===== src/rtl/keypad_digit_entry_if.sv =====
// Keypad-side and digit-register-side signal bundle for keypad_digit_entry.
//
// Handshake: KEY_VALID is a one-cycle strobe and has no ready. The sink must
// take KEY in the cycle KEY_VALID is high. SL/LeftIn form a fixed 4-beat burst
// that the digit register cannot stall. CLR is a one-cycle pulse.
interface keypad_digit_entry_if;
   logic [3:0] ROW;        // keypad rows, active-low, asynchronous
   logic [3:0] COL;        // column drive, active-low one-cold
   logic       SL;         // shift-enable to the digit register
   logic       LeftIn;     // serial data bit, MSB first
   logic       CLR;        // clear pulse to the digit register
   logic [3:0] KEY;        // last accepted key code
   logic       KEY_VALID;  // strobe when a press is accepted
   logic       BUSY;       // high whenever the FSM is not scanning
   logic [2:0] state_dbg;  // FSM state, for observation only

   // Keypad/bench side: drives the rows, watches everything else
   modport master (
      output ROW,
      input  COL, SL, LeftIn, CLR, KEY, KEY_VALID, BUSY, state_dbg
   );

   // Entry block side
   modport slave (
      input  ROW,
      output COL, SL, LeftIn, CLR, KEY, KEY_VALID, BUSY, state_dbg
   );
endinterface


===== src/rtl/keypad_digit_entry.sv =====
// 4x4 matrix keypad scanner with debounce. Digit keys are shifted MSB-first
// into a 4-bit digit register over SL/LeftIn; key 15 pulses CLR.
module keypad_digit_entry #(
   parameter int SCAN_DIV = 1000,  // clocks per column dwell, >= 4
   parameter int DEBOUNCE = 4      // matching dwell samples to accept, >= 1
) (
   input logic                 CLK,
   input logic                 RST,
   keypad_digit_entry_if.slave bus
);

   localparam int DW = $clog2(SCAN_DIV);
   localparam int CW = $clog2(DEBOUNCE + 1);

   // Encoding is stable so state_dbg can be decoded by a checker
   typedef enum logic [2:0] {
      S_SCAN     = 3'd0,
      S_DEBOUNCE = 3'd1,
      S_SHIFT    = 3'd2,
      S_CLRK     = 3'd3,
      S_RELEASE  = 3'd4
   } state_t;

   state_t          state_q;
   state_t          state_d;
   logic [DW-1:0]   div_q;
   logic [1:0]      col_q;
   logic [3:0]      row_meta;
   logic [3:0]      row_sync;
   logic [3:0]      pat_q;
   logic [1:0]      row_idx_q;
   logic [CW-1:0]   cnt_q;
   logic [1:0]      bit_q;
   logic [3:0]      key_q;

   logic            dwell_end;
   logic            row_idle;
   logic            row_match;
   logic            cnt_last;
   logic            accept;
   logic            col_advance;
   logic [1:0]      low_row;
   logic [3:0]      accept_code;

   // The sample is taken only on the last cycle of each column dwell
   assign dwell_end   = (div_q == DW'(SCAN_DIV - 1));
   assign row_idle    = (row_sync == 4'hF);
   assign row_match   = (row_sync == pat_q);
   assign cnt_last    = (cnt_q == CW'(DEBOUNCE - 1));
   assign accept_code = {row_idx_q, col_q};
   assign accept      = (state_q == S_DEBOUNCE) && dwell_end && row_match && cnt_last;

   // Column moves on after an idle scan, a failed debounce, or a completed release
   assign col_advance = dwell_end &&
                        (((state_q == S_SCAN) && row_idle) ||
                         ((state_q == S_DEBOUNCE) && !row_match) ||
                         ((state_q == S_RELEASE) && row_idle && cnt_last));

   // Lowest-index low row wins when several keys in one column are down
   always_comb begin
      low_row = 2'd3;
      if (!row_sync[0])      low_row = 2'd0;
      else if (!row_sync[1]) low_row = 2'd1;
      else if (!row_sync[2]) low_row = 2'd2;
   end

   // State register
   always_ff @(posedge CLK or posedge RST) begin
      if (RST) state_q <= S_SCAN;
      else     state_q <= state_d;
   end

   // Next-state decision
   always_comb begin
      state_d = state_q;
      case (state_q)
         S_SCAN: begin
            if (dwell_end && !row_idle) state_d = S_DEBOUNCE;
         end
         S_DEBOUNCE: begin
            if (dwell_end) begin
               if (!row_match) begin
                  state_d = S_SCAN;
               end else if (cnt_last) begin
                  if (accept_code <= 4'd9)       state_d = S_SHIFT;
                  else if (accept_code == 4'd15) state_d = S_CLRK;
                  else                           state_d = S_RELEASE;
               end
            end
         end
         S_SHIFT: begin
            if (bit_q == 2'd3) state_d = S_RELEASE;
         end
         S_CLRK: begin
            state_d = S_RELEASE;
         end
         S_RELEASE: begin
            if (dwell_end && row_idle && cnt_last) state_d = S_SCAN;
         end
         default: state_d = S_SCAN;
      endcase
   end

   // Row synchroniser; idles high like the pulled-up pins
   always_ff @(posedge CLK or posedge RST) begin
      if (RST) begin
         row_meta <= 4'hF;
         row_sync <= 4'hF;
      end else begin
         row_meta <= bus.ROW;
         row_sync <= row_meta;
      end
   end

   // Free-running dwell counter and column index
   always_ff @(posedge CLK or posedge RST) begin
      if (RST) begin
         div_q <= '0;
         col_q <= 2'd0;
      end else begin
         if (dwell_end) div_q <= '0;
         else           div_q <= div_q + DW'(1);
         if (col_advance) col_q <= col_q + 2'd1;
      end
   end

   // Press capture, debounce/release counter, shift bit counter, key register
   always_ff @(posedge CLK or posedge RST) begin
      if (RST) begin
         pat_q     <= 4'hF;
         row_idx_q <= 2'd0;
         cnt_q     <= '0;
         bit_q     <= 2'd0;
         key_q     <= 4'd0;
      end else begin
         if ((state_q == S_SCAN) && dwell_end && !row_idle) begin
            pat_q     <= row_sync;
            row_idx_q <= low_row;
         end

         // Count restarts on every state change; otherwise it tracks samples
         if (state_d != state_q) begin
            cnt_q <= '0;
         end else if (dwell_end) begin
            if (state_q == S_DEBOUNCE) begin
               cnt_q <= cnt_q + CW'(1);
            end else if (state_q == S_RELEASE) begin
               if (row_idle) cnt_q <= cnt_q + CW'(1);
               else          cnt_q <= '0;
            end
         end

         if (state_q == S_SHIFT) bit_q <= bit_q + 2'd1;
         else                    bit_q <= 2'd0;

         if (accept) key_q <= accept_code;
      end
   end

   // Outputs; KEY shows the new code already in the KEY_VALID cycle
   always_comb begin
      bus.COL       = ~(4'b0001 << col_q);
      bus.SL        = (state_q == S_SHIFT);
      bus.LeftIn    = (state_q == S_SHIFT) ? key_q[2'd3 - bit_q] : 1'b0;
      bus.CLR       = (state_q == S_CLRK);
      bus.KEY_VALID = accept;
      bus.KEY       = accept ? accept_code : key_q;
      bus.BUSY      = (state_q != S_SCAN);
      bus.state_dbg = state_q;
   end

endmodule


===== src/flat_wrapper.sv =====
// flat-port wrapper written by rule: the top's interface ports become plain ports
module keypad_digit_entry_flat 
#(
   parameter int SCAN_DIV = 1000,                                  
   parameter int DEBOUNCE = 4                                               
)
  (CLK, RST, bus_ROW, bus_COL, bus_SL, bus_LeftIn, bus_CLR, bus_KEY, bus_KEY_VALID, bus_BUSY, bus_state_dbg);
  keypad_digit_entry_if bus_i ();
  input logic CLK;
  input logic RST;
  input wire logic [$bits(bus_i.ROW)-1:0] bus_ROW;
  output wire logic [$bits(bus_i.COL)-1:0] bus_COL;
  output wire logic [$bits(bus_i.SL)-1:0] bus_SL;
  output wire logic [$bits(bus_i.LeftIn)-1:0] bus_LeftIn;
  output wire logic [$bits(bus_i.CLR)-1:0] bus_CLR;
  output wire logic [$bits(bus_i.KEY)-1:0] bus_KEY;
  output wire logic [$bits(bus_i.KEY_VALID)-1:0] bus_KEY_VALID;
  output wire logic [$bits(bus_i.BUSY)-1:0] bus_BUSY;
  output wire logic [$bits(bus_i.state_dbg)-1:0] bus_state_dbg;
  assign bus_i.ROW = bus_ROW;
  assign bus_COL = bus_i.COL;
  assign bus_SL = bus_i.SL;
  assign bus_LeftIn = bus_i.LeftIn;
  assign bus_CLR = bus_i.CLR;
  assign bus_KEY = bus_i.KEY;
  assign bus_KEY_VALID = bus_i.KEY_VALID;
  assign bus_BUSY = bus_i.BUSY;
  assign bus_state_dbg = bus_i.state_dbg;
  keypad_digit_entry #(.SCAN_DIV(SCAN_DIV), .DEBOUNCE(DEBOUNCE)) u_core (.CLK(CLK), .RST(RST), .bus(bus_i));
endmodule

===== config.mk =====
export PLATFORM = sky130hd
export DESIGN_NAME = keypad_digit_entry_flat
export DESIGN_NICKNAME = d
export VERILOG_FILES = /design/src/rtl/keypad_digit_entry_if.sv /design/src/rtl/keypad_digit_entry.sv /design/src/flat_wrapper.sv
export SDC_FILE = /design/constraint.sdc
export NUM_CORES = 1
export LEC_CHECK = 0
export BUFFER_PORTS_ARGS = -buffer_cell sky130_fd_sc_hd__buf_2
export CAP_MARGIN = 0
export CORE_UTILIZATION = 60
export DETAILED_ROUTE_END_ITERATION = 12
export GPL_ROUTABILITY_DRIVEN = 0
export PLACE_DENSITY = 0.82
export SETUP_SLACK_MARGIN = 0.05
export SYNTH_ARGS = -nofsm -noshare
export SYNTH_HDL_FRONTEND = slang
export SYNTH_SLANG_ARGS = --single-unit

===== constraint.sdc =====
create_clock -name CLK -period 6.2 [get_ports CLK]
set_input_delay 0.31 -clock CLK [delete_from_list [all_inputs] [get_ports CLK]]
set_output_delay 0.31 -clock CLK [all_outputs]
set_load 0.02 [all_outputs]

# Word-level counts from Yosys, hierarchy flattened
# Index checks and enable logic that the tools add are counted.
# totals
register_bits	38
in_bits	6
output_inout_bits	16
word_cells	75
# classes
n_addsub	5
order_cmp	2
n_eq_ne	11
shift	1
muxes	23
bitwise	1
reduce_logical	22
# op_table
op	n
two-way mux 3 bit	13
case mux 3 bit (5 select lines)	1
logical AND 1 bit	13
adder 10 x 1 -> 10 bit, second input constant	1
equality test 10 bit, second input constant	1
two-way mux 10 bit	1
equality test 3 x 2 -> 1 bit, second input constant	3
equality test 4 bit, second input constant	2
two-way mux 2 bit	3
nonzero test 3 bit	2
adder 2 x 1 -> 2 bit, second input constant	2
equality test 4 bit	1
less-or-equal comparator 4 bit, second input constant	1
two-way mux 4 bit	1
NOT 4 bit	1
<< shifter 1 x 2 -> 4 bit, first input constant	1
adder 3 x 1 -> 3 bit, second input constant	1
equality test 3 x 1 -> 1 bit, second input constant	1
equality test 3 bit, second input constant	1
zero test 3 bit	1
< comparator 2 x 3 -> 1 bit, second input constant	1
two-way mux 1 bit	3
!= test 3 bit	1
binary-select mux 1 bit (select 2 bit)	1
6 further kinds	8

# Depth between registers and ports, before layout
# Gate-level depths: netlist of run 1.
# logic_depth
depth_word	10
mapped_depth	7
ltp_nobuf	7

# Least setup slack after synthesis of run 1
# No wires, ideal clock.
# synth_timing
kind	register -> output
startpoint	reg u_core.state_q[0], in the netlist u_core.bus.state_dbg[0]
endpoint	out bus_KEY[0]
arrival_time_ns	2.028
t_required_ns	5.890
path_slack_ns	3.862
stages_incl_launch_ff	6
n_path_buf	1
path_cell_list	dfrtp_1 > buf_2 > nor3b_1 > nand2_1 > nor3_4 > mux2_2
# synth_via
elab_chain_cells	5
# synth_lines
element	line	source
start: declaration	keypad_digit_entry.sv:24	state_t state_q;
start signal: assignment	keypad_digit_entry.sv:70	else state_q <= state_d;
equality test 3 x 1 -> 1 bit	keypad_digit_entry.sv:51	assign accept = (state_q == S_DEBOUNCE) && dwell_end && row_match && cnt_last;
logical AND 1 bit (3 in a row)	keypad_digit_entry.sv:51	
via bus_KEY_VALID	flat_wrapper.sv:17	output wire logic [$bits(bus_i.KEY_VALID)-1:0] bus_KEY_VALID;
two-way mux 4 bit	keypad_digit_entry.sv:167	bus.KEY = accept ? accept_code : key_q;
end: declaration	flat_wrapper.sv:16	output wire logic [$bits(bus_i.KEY)-1:0] bus_KEY;
# The timed path passes the listed nets, and every way through them passes these cells.

# Worst setup path in the final report of run 1
# layout_timing
startpoint	reg u_core.div_q[0]
endpoint	out bus_KEY[0]
# layout_via
elab_chain_cells	5
# layout_lines
element	line	source
start: declaration	keypad_digit_entry.sv:26	logic [DW-1:0] div_q;
start signal: assignment	keypad_digit_entry.sv:122	else div_q <= div_q + DW'(1);
equality test 10 bit	keypad_digit_entry.sv:46	assign dwell_end = (div_q == DW'(SCAN_DIV - 1));
logical AND 1 bit (3 in a row)	keypad_digit_entry.sv:51	
two-way mux 4 bit	keypad_digit_entry.sv:167	
# No other way between the ends.

==> results of run 1 <==
[cells in the final DEF, fill, tap and decap left out, types with 3 or more instances in the layout]
cell type  instances
a21oi_1            4
a31oi_1            3
and2_1             5
buf_2             21
clkbuf_4           5
dfrtp_1           26
dfstp_2           12
ha_1               9
inv_1             13
mux2_2             9
nand2_1            7
nand2b_1           3
nand3_1            9
nor2_1            20
nor3_1             4
o21ai_0            5
xnor2_1            7
xor2_1             4
[path summary, 6_finish.rpt]
path / from / endpoint / slack [ns] / cells after the start
worst max-delay path: u_core.div_q[0] / bus_KEY[0] / 3.30 / 6
worst min-delay path: RST / u_core.div_q[5] / 0.04 / 3
worst max register to register: u_core.col_q[1] / u_core.cnt_q[1] / 3.82 / 7
worst min register to register: u_core.row_meta[2] / u_core.row_sync[2] / 0.36 / 0
max in group asynchronous: RST / u_core.row_meta[0] / 5.80 / 3
min in group CLK: bus_ROW[3] / u_core.row_meta[3] / 0.05 / 1
[power breakdown]
group | internal [mW] | total [mW] | switching [mW]
Clock | 0.0440 | 0.127 | 0.0832
Combinational | 0.00295 | 0.00952 | 0.00657
Sequential | 0.253 | 0.255 | 0.00197
Total | 0.300 | 0.392 | 0.0918
[kinds of logic after synthesis]
family / after synthesis / share of synthesized area (%)
AND/OR/NAND/NOR: 67 / 20.12
flip-flops: 38 / 50.76
AO/OA/AOI/OAI: 22 / 8.350
buffers and inverters: 16 / 3.287
XOR/XNOR: 11 / 5.062
multiplexers: 10 / 6.509
adder cells (fa/ha/maj): 9 / 5.917
[through the flow]
| step | instance area (µm²) | util (%) | worst slack [ns] |
|---|---|---|---|
| after global placement | 2057 | 67.93 | 3.821 |
| after floorplan | 1903 | - | 3.862 |
| after detailed placement | 2057 | 67.93 | 3.710 |
| after CTS | 2116 | 69.88 | 3.290 |
| after global routing | 2116 | 69.88 | 3.150 |
| final | 2116 | 69.88 | 3.297 |
[tightest hold or removal path, stage by stage]
cell and delay (ns):
buf_2 0.09, inv_1 0.04, buf_4 0.40
[area by class of cell]
cell class                      instances  area (µm²)
Tap cell                               44       55.05
Timing Repair Buffer                   22       112.6
Fill cell                             229       912.1
Inverter                               13       48.80
Multi-Input combinational cell        119       874.6
Clock inverter                          3       21.27
Sequential cell                        38       965.9
Clock buffer                            5       37.54
[flip-flops by register name (all words and copies together), names as in the netlist]
name / count
u_core.bit_q: 2
u_core.bus.state_dbg: 3
u_core.cnt_q: 3
u_core.col_q: 2
u_core.div_q: 10
u_core.key_q: 4
u_core.pat_q: 4
u_core.row_idx_q: 2
u_core.row_meta: 4
u_core.row_sync: 4
[routing by layer]
metal	vias to the layer above	GRT usage, %	wire [µm]
li1	652	-	-
met3	8	5.495	149
met1	644	27.25	1497
met4	0	12.59	68
met5	-	0	0
met2	34	36.78	1652
==> out/metrics.yaml, run 1 <==
status: "complete, no violations"
track_usage_pct: 22.40
tightest_slew_ns: 0.9324
synth.largest_area_cell: "dfrtp_1"
finalPower_mw: 0.3915
worstSetupPathType: "register to primary output"
pin_count: 22
synth_seq_cells: 38
ys.flop_type: "dfrtp_1"
synth.area.top_cells: "dfrtp_1 (34%), dfstp_2 (17%), ha_1 (5.9%)"
hold_buffers: 0
hold_ws_ns: 0.04365
rows: 20
antenna_left: 0
grt_pass1_wl_um: 5658
drc: 0
synth_most_common_cell: "dfrtp_1"
dieArea_um2: 3401
critPathMaxFanout: 9
synth_edf_count: 0
initial_core_util_pct: 62.85
fin_crit_sh_pct: 46.83
p_leak_nw: 0.9794
setup_tns_ns: 0
grt-ovfl-total: 0
clkTransAtPathRegs_ns: 0.12
drv_slew: 0
die-width_um: 58.32
synth_cells: 173
grt_pass1_vias: 1341
seq_area_frac_synth_pct: 50.76
htree_levels: 2
first_pass_iters: 4
setup_viol: 0
synth_cell_types: 41
cts_resized: 0
critical_path_required_ns: 5.89
path_cells: "ha_1 > nand3b_1 > or3_1 > nor3_4 > mux2_2 > buf_2"
worst_setup_path_start_kind: "register"
synthesis.nets: 188
cp_top_family: "simple AND/OR/NAND/NOR gates"
drt_iter0_drc: 50
relSlewSlack_pct: 37.36
synth_commonest_cells: "dfrtp_1 (26), nor2_1 (20), inv_1 (13)"
vias_per_cell: 5.484
drive_gt1_share_pct: 29.50
dieHeight_um: 58.32
syn_area_um2: 1903
layout.cells.non_filler: 244
drv_cap: 0
arrival_ns: 2.59
numPortBuffers: 21
min-delay-path-class: "primary input to asynchronous set/reset pin"
area_growth_syn_to_layout_pct: 11.18
clock_sinks: 38
synth_top_area_share_pct: 34.19
worstSkewPairLatency_ns: 0.35
diodes: 0
cts_tree: "built"
period_needed_ns: 2.903
fmax_mhz: 344.4
synth_warnings: 0
routed_wl_um: 3368
grt_antenna_before_repair: 0
wl_per_cell_um: 13.80
fin_skew_ns: 0.01041
peakVddDrop_mv: 0.1346
grt_max_degree: 39
hold_viol: 0
slowest_delay_ns: 0.54
path_buf_inv: 1
critical-path-slowest-cell: "or3_1"
hpwl_um: 2494
coreArea_um2: 3028
async_flop_share_pct: 100.0
cts.path.max_buffers: 2
p_per_area_nw_per_um2: 185.0
end_kind: "primary output"
vias: 1338
cts-root-buf: "clkbuf_4"
rsz0062_at_grt: "no"
numCtsBuffers: 5
nets: 214
place_inst: 236
syn_avg_cell_area_um2: 11.00
post-cts-setup-buffers: 0
No activity file was read; power rests on OpenSTA's default activity.
==> run 2: changes to the inputs <==
--- a/config.mk
+++ b/config.mk
@@ -7,10 +7,10 @@
 export LEC_CHECK = 0
 export BUFFER_PORTS_ARGS = -buffer_cell sky130_fd_sc_hd__buf_2
 export CAP_MARGIN = 0
-export CORE_UTILIZATION = 60
+export CORE_UTILIZATION = 57
 export DETAILED_ROUTE_END_ITERATION = 12
 export GPL_ROUTABILITY_DRIVEN = 0
-export PLACE_DENSITY = 0.82
+export PLACE_DENSITY = 0.78
 export SETUP_SLACK_MARGIN = 0.05
 export SYNTH_ARGS = -nofsm -noshare
 export SYNTH_HDL_FRONTEND = slang
==> constraint.sdc (replaced) <==
create_clock -name CLK -period 2.8 [get_ports CLK]
set_input_delay 0.14 -clock CLK [delete_from_list [all_inputs] [get_ports CLK]]
set_output_delay 0.14 -clock CLK [all_outputs]
set_load 0.02 [all_outputs]
==> out/metrics.yaml, run 2 (same netlist as run 1, synthesis figures left out) <==
worstSetupPathType: "register to primary output"
htree_levels: 2  # unchanged
period_needed_ns: 2.610
area_growth_syn_to_layout_pct: 14.60
p_leak_nw: 1.014  # +3.6%
initial_core_util_pct: 61.33  # -1.5 points
rr_worst_depth: 7  # unchanged
r2r_end: "u_core.cnt_q[0]"
diodes: 0  # unchanged
drc: 0  # unchanged
vias: 1406  # +5.1%
grt-ovfl-total: 0  # unchanged
grt_max_degree: 29  # -26%
setup_viol: 0  # unchanged
wl_per_cell_um: 14.20  # +2.9%
clock_sinks: 38  # unchanged
drt_iter0_drc: 61  # +22%
routed_wl_um: 3550  # +5.4%
relSlewSlack_pct: 30.71  # -6.7 points
antenna_left: 0  # unchanged
arrival_ns: 2.47  # -0.12 ns
critPathMaxFanout: 9  # unchanged
cts_tree: "built"
numPortBuffers: 21  # unchanged
vias_per_cell: 5.624  # +2.6%
peakVddDrop_mv: 0.3037  # +130%
place_inst: 238  # +0.85%
grt_antenna_before_repair: 0  # unchanged
r2r_slack_ns: 0.47  # -3.35 ns
status: "complete, no violations"
grt_pass1_wl_um: 5837  # +3.2%
layout_commonest_cell: "dfrtp_1"
end_kind: "primary output"
pin_count: 22  # unchanged
drv_slew: 0  # unchanged
largest_register_ffs: 10  # unchanged
tightest_slew_ns: 1.038  # +0.1059 ns
hold_viol: 0  # unchanged
drive_gt1_share_pct: 29.61  # +0.11 points
slowest_delay_ns: 0.44  # -0.10 ns
drv_cap: 0  # unchanged
die-width_um: 59.78  # +2.5%
worst_setup_path_start_kind: "register"
rows: 20  # unchanged
grt_pass1_vias: 1288  # -4.0%
dieHeight_um: 59.78  # +2.5%
fin_crit_sh_pct: 93.20
coreArea_um2: 3103  # +2.5%
numCtsBuffers: 5  # unchanged
first_pass_iters: 4  # unchanged
path_cells: "ha_1 > nand3b_1 > or3_4 > nor3_4 > mux2_2 > buf_2"
dieArea_um2: 3574  # +5.1%
min-delay-path-class: "primary input to asynchronous set/reset pin"
final_cell_mix: "dfrtp_1 (26), buf_2 (21), nor2_1 (20), inv_1 (13), dfstp_2 (12)"
clkTransAtPathRegs_ns: 0.11  # about the same
p_per_area_nw_per_um2: 404.9  # +120%
cts-root-buf: "clkbuf_4"
cts.path.max_buffers: 2  # unchanged
r2r-start: "u_core.col_q[1]"
fin_skew_ns: 0.01027  # -0.0001407 ns
rsz0062_at_grt: "no"
worstSkewPairLatency_ns: 0.34  # about the same
nets: 220  # +2.8%
track_usage_pct: 22.40  # about the same
fin_util_pct: 70.28  # +0.41 points
fmax_mhz: 383.2
hpwl_um: 2582  # +3.5%
setup_tns_ns: 0  # unchanged
top_register: "u_core.div_q"
critical_path_required_ns: 2.66  # -3.23 ns
crit_path_end: "bus_KEY[3]"
critical-path-slowest-cell: "or3_4"
layout.cells.non_filler: 250  # +2.5%
startpoint: "u_core.div_q[0]"
finalPower_mw: 0.8831  # +130%
## run 2: repair_timing
item                                   in CTS  in global routing
hold buffers                                4                  0
buffers inserted                            0                  0
endpoints found under the hold margin       4                  0
gates resized for setup                     0                  2
setup endpoints to repair                   0                  4
## run 2: per-stage QoR
stage          setup slack (ns)  hold WS, ns  instance area (µm²)
2_1_floorplan            0.6249       0.1445                 1903
3_3_place_gp             0.4801       0.2476                 2072
3_5_place_dp             0.4458       0.2467                 2072
4_1_cts                 0.05818      0.08124                 2171
5_1_grt                 0.07621      0.09499                 2181
6_report                 0.1904      0.03724                 2181
## run 2: power breakdown
group,total (mW),switching (mW),internal (mW)
Clock,0.293,0.169,0.124
Sequential,0.564,0.00447,0.560
Combinational,0.0262,0.0152,0.0110
Total,0.883,0.188,0.695
## run 2: worst max-delay path, delay by kind of cell (launching register included)
family                     cells  cell delay, ns
and+or+nand+nor                3            0.93
muxes                          1            0.39
buffers and inverters          1            0.16
adders and majority gates      1            0.25
DFF                            1            0.41
## run 2: cell type report
type / count / area [µm²]
clock buffer: 8 / 58.81
tap: 44 / 55.05
multi-input combinational: 119 / 884.6
sequential: 38 / 965.9
fill: 252 / 922.1
timing repair buffer: 28 / 167.7
inverter: 13 / 48.80
## run 2: worst min path at each step
stage / end / depth (start not counted) / slack, ns / startpoint
after floorplan: u_core.row_meta[0] / 0 / 0.14 / bus_ROW[0]
after global placement: u_core.row_meta[2] / 1 / 0.25 / bus_ROW[2]
after detailed placement: u_core.row_meta[1] / 1 / 0.25 / bus_ROW[1]
after CTS: u_core.div_q[4] / 2 / 0.08 / RST
after global routing: u_core.div_q[4] / 2 / 0.09 / RST
final: u_core.div_q[4] / 2 / 0.04 / RST
## run 2: layer usage
| layer | GRT usage [%] | vias to the layer above | wire [µm] |
|---|---|---|---|
| met5 | 0 | - | 0 |
| met4 | 8.306 | 0 | 69 |
| met3 | 6.926 | 10 | 157 |
| met2 | 35.40 | 38 | 1761 |
| met1 | 28.91 | 689 | 1561 |
| li1 | - | 669 | - |
==> run 3: changes to the inputs <==
--- a/config.mk
+++ b/config.mk
@@ -7,10 +7,9 @@
 export LEC_CHECK = 0
 export BUFFER_PORTS_ARGS = -buffer_cell sky130_fd_sc_hd__buf_2
 export CAP_MARGIN = 0
-export CORE_UTILIZATION = 57
+export CORE_UTILIZATION = 45
 export DETAILED_ROUTE_END_ITERATION = 12
 export GPL_ROUTABILITY_DRIVEN = 0
-export PLACE_DENSITY = 0.78
 export SETUP_SLACK_MARGIN = 0.05
 export SYNTH_ARGS = -nofsm -noshare
 export SYNTH_HDL_FRONTEND = slang
==> out/metrics.yaml, run 3 (same netlist as run 1, synthesis figures left out) <==
status: "complete, no violations"
p_per_area_nw_per_um2: 424.5  # +4.8%
rsz0062_at_grt: "no"
p_seq_share_pct: 59.8  # -4.1 points
track_usage_pct: 17.77  # -4.6 points
hp-start: "u_core.row_meta[0]"
rr_worst_depth: 7  # unchanged
period_needed_ns: 2.535  # -0.07497 ns
nets: 221  # +0.45%
clkTransAtPathRegs_ns: 0.07  # -0.04 ns
r2r_end: "u_core.cnt_q[1]"
min-delay-path-class: "register to register"
hold_viol: 0  # unchanged
peakVddDrop_mv: 0.3352  # +10%
clkPwrFrac_pct: 37.3  # +4.2 points
internal-power_mw: 0.7440  # +7.1%
fin_crit_sh_pct: 90.52  # -2.7 points
htree_levels: 2  # unchanged
largest_register_ffs: 10  # unchanged
place_inst: 244  # +2.5%
drt_iter0_drc: 90  # +48%
diodes: 0  # unchanged
cp_top_family: "simple AND/OR/NAND/NOR gates"
routed_wl_um: 3604  # +1.5%
numPortBuffers: 21  # unchanged
grt_pass1_vias: 1334  # +3.6%
die-width_um: 67.03  # +12%
critical_path_depth: 6  # unchanged
coreArea_um2: 4029  # +30%
initial_core_util_pct: 47.24  # -14 points
arrival_ns: 2.39  # -0.08 ns
first_pass_iters: 4  # unchanged
drv_slew: 0  # unchanged
end_kind: "primary output"
cts.path.max_buffers: 2  # unchanged
setup_tns_ns: 0  # unchanged
dieHeight_um: 67.03  # +12%
vias: 1363  # -3.1%
hold_path_depth: 0
path_cells: "ha_1 > nand3b_1 > or3_4 > nor3_4 > mux2_2 > buf_2"
path_buf_inv: 1  # unchanged
r2r-start: "u_core.col_q[1]"
swShare_pct: 21.12  # -0.22 points
vias_per_cell: 5.304  # -5.7%
finalPower_mw: 0.9433  # +6.8%
p_sw_mw: 0.1993  # +5.7%
critPathMaxFanout: 9  # unchanged
fin_skew_ns: 0.003740  # -0.006529 ns
slowest_delay_ns: 0.45  # about the same
top_register: "u_core.div_q"
post-cts-setup-buffers: 0  # unchanged
fmax_mhz: 394.5  # +3.0%
final_cell_mix: "dfrtp_1 (26), buf_2 (21), nor2_1 (20), inv_1 (13), dfstp_2 (12)"
cts_tree: "built"
antenna_left: 0  # unchanged
dieArea_um2: 4493  # +26%
cts-root-buf: "clkbuf_8"
relSlewSlack_pct: 59.27  # +29 points
drc: 0  # unchanged
critical-path-slowest-cell: "or3_4"
grt_antenna_before_repair: 0  # unchanged
worst_setup_path_start_kind: "register"
hpwl_um: 2740  # +6.1%
r2r_slack_ns: 0.48  # about the same
area_growth_syn_to_layout_pct: 16.77
layout.cells.non_filler: 257  # +2.8%
fillers: 366  # +45%
worstSetupPathType: "register to primary output"
tightest_slew_ns: 0.6103  # -0.4280 ns
clock_sinks: 38  # unchanged
grt_max_degree: 19  # -34%
wl_per_cell_um: 14.02  # -1.2%
worstSkewPairLatency_ns: 0.28  # -0.06 ns
grt_pass1_wl_um: 5885  # +0.82%
pin_count: 22  # unchanged
min_to: "u_core.row_sync[0]"
grt-ovfl-total: 0  # unchanged
p_leak_nw: 1.031  # +1.6%
setup_viol: 0  # unchanged
numCtsBuffers: 5  # unchanged
critical_path_required_ns: 2.66  # about the same
drv_cap: 0  # unchanged
rows: 23  # +15%
layout_commonest_cell: "dfrtp_1"
pwr-share-comb_pct: 2.9  # about the same
drive_gt1_share_pct: 29.95  # +0.34 points
run 3: cell types whose count changed in the layout (fill, tap and decap cells not counted), sizes merged:
cell,change
dlygate4sd3,+1
clkbuf,-2
clkinv,+2
run 3: through the flow:
stage               setup slack [ns]  instance area, µm²  util, %  hold slack, ns
finish                        0.2654                2222    55.16          0.3568
global route                  0.1242                2222    55.16          0.3605
CTS                           0.1132                2212    54.91          0.3572
detailed placement            0.4363                2079    51.61          0.2469
global placement              0.4522                2079    51.61          0.2399
floorplan                     0.6249                1903        -          0.1445
run 3: how the worst max path moves through the flow:
stage / start / end
after floorplan: u_core.bus.state_dbg[0] / u_core.key_q[1]
after global placement: u_core.div_q[0] / bus_KEY[1]
after detailed placement: u_core.div_q[0] / bus_KEY[0]
after CTS: u_core.div_q[0] / bus_KEY[0]
after global routing: u_core.div_q[0] / bus_KEY[0]
final: u_core.div_q[0] / bus_KEY[0]
run 3: metal layers:
layer | routed length [µm] | up-vias | share of wire (%) | track usage (%)
met1 | 1675 | 657 | 46 | 22.92
met4 | 66 | 0 | 1.8 | 7.979
met3 | 109 | 9 | 3.0 | 4.110
met2 | 1753 | 30 | 49 | 28.00
li1 | - | 667 | - | -
met5 | 0 | - | 0 | 0
run 3: cell type report:
class	count	area (µm²)	area share, %
repair buffers	29	177.7	7.995
well taps	50	62.56	2.815
inverters	13	48.80	2.196
clock buffers	6	72.57	3.266
flip-flops and latches	38	965.9	43.47
clock inverters	2	10.01	0.4505
multi-input cells	119	884.6	39.81
run 3: what timing repair did:
action	4_1_cts	5_1_grt
endpoints found under the setup margin	0	4
endpoints found under the hold margin	12	0
resized for setup	0	2
hold buffers	5	0
run 3: power groups by stage:
stage	clock [mW]	sequential, mW	combinational (mW)
floorplan	0	0.573	0.0136
global placement	0	0.574	0.0225
detailed placement	0	0.574	0.0232
CTS	0.366	0.564	0.0284
global route	0.386	0.565	0.0310
finish	0.352	0.564	0.0273
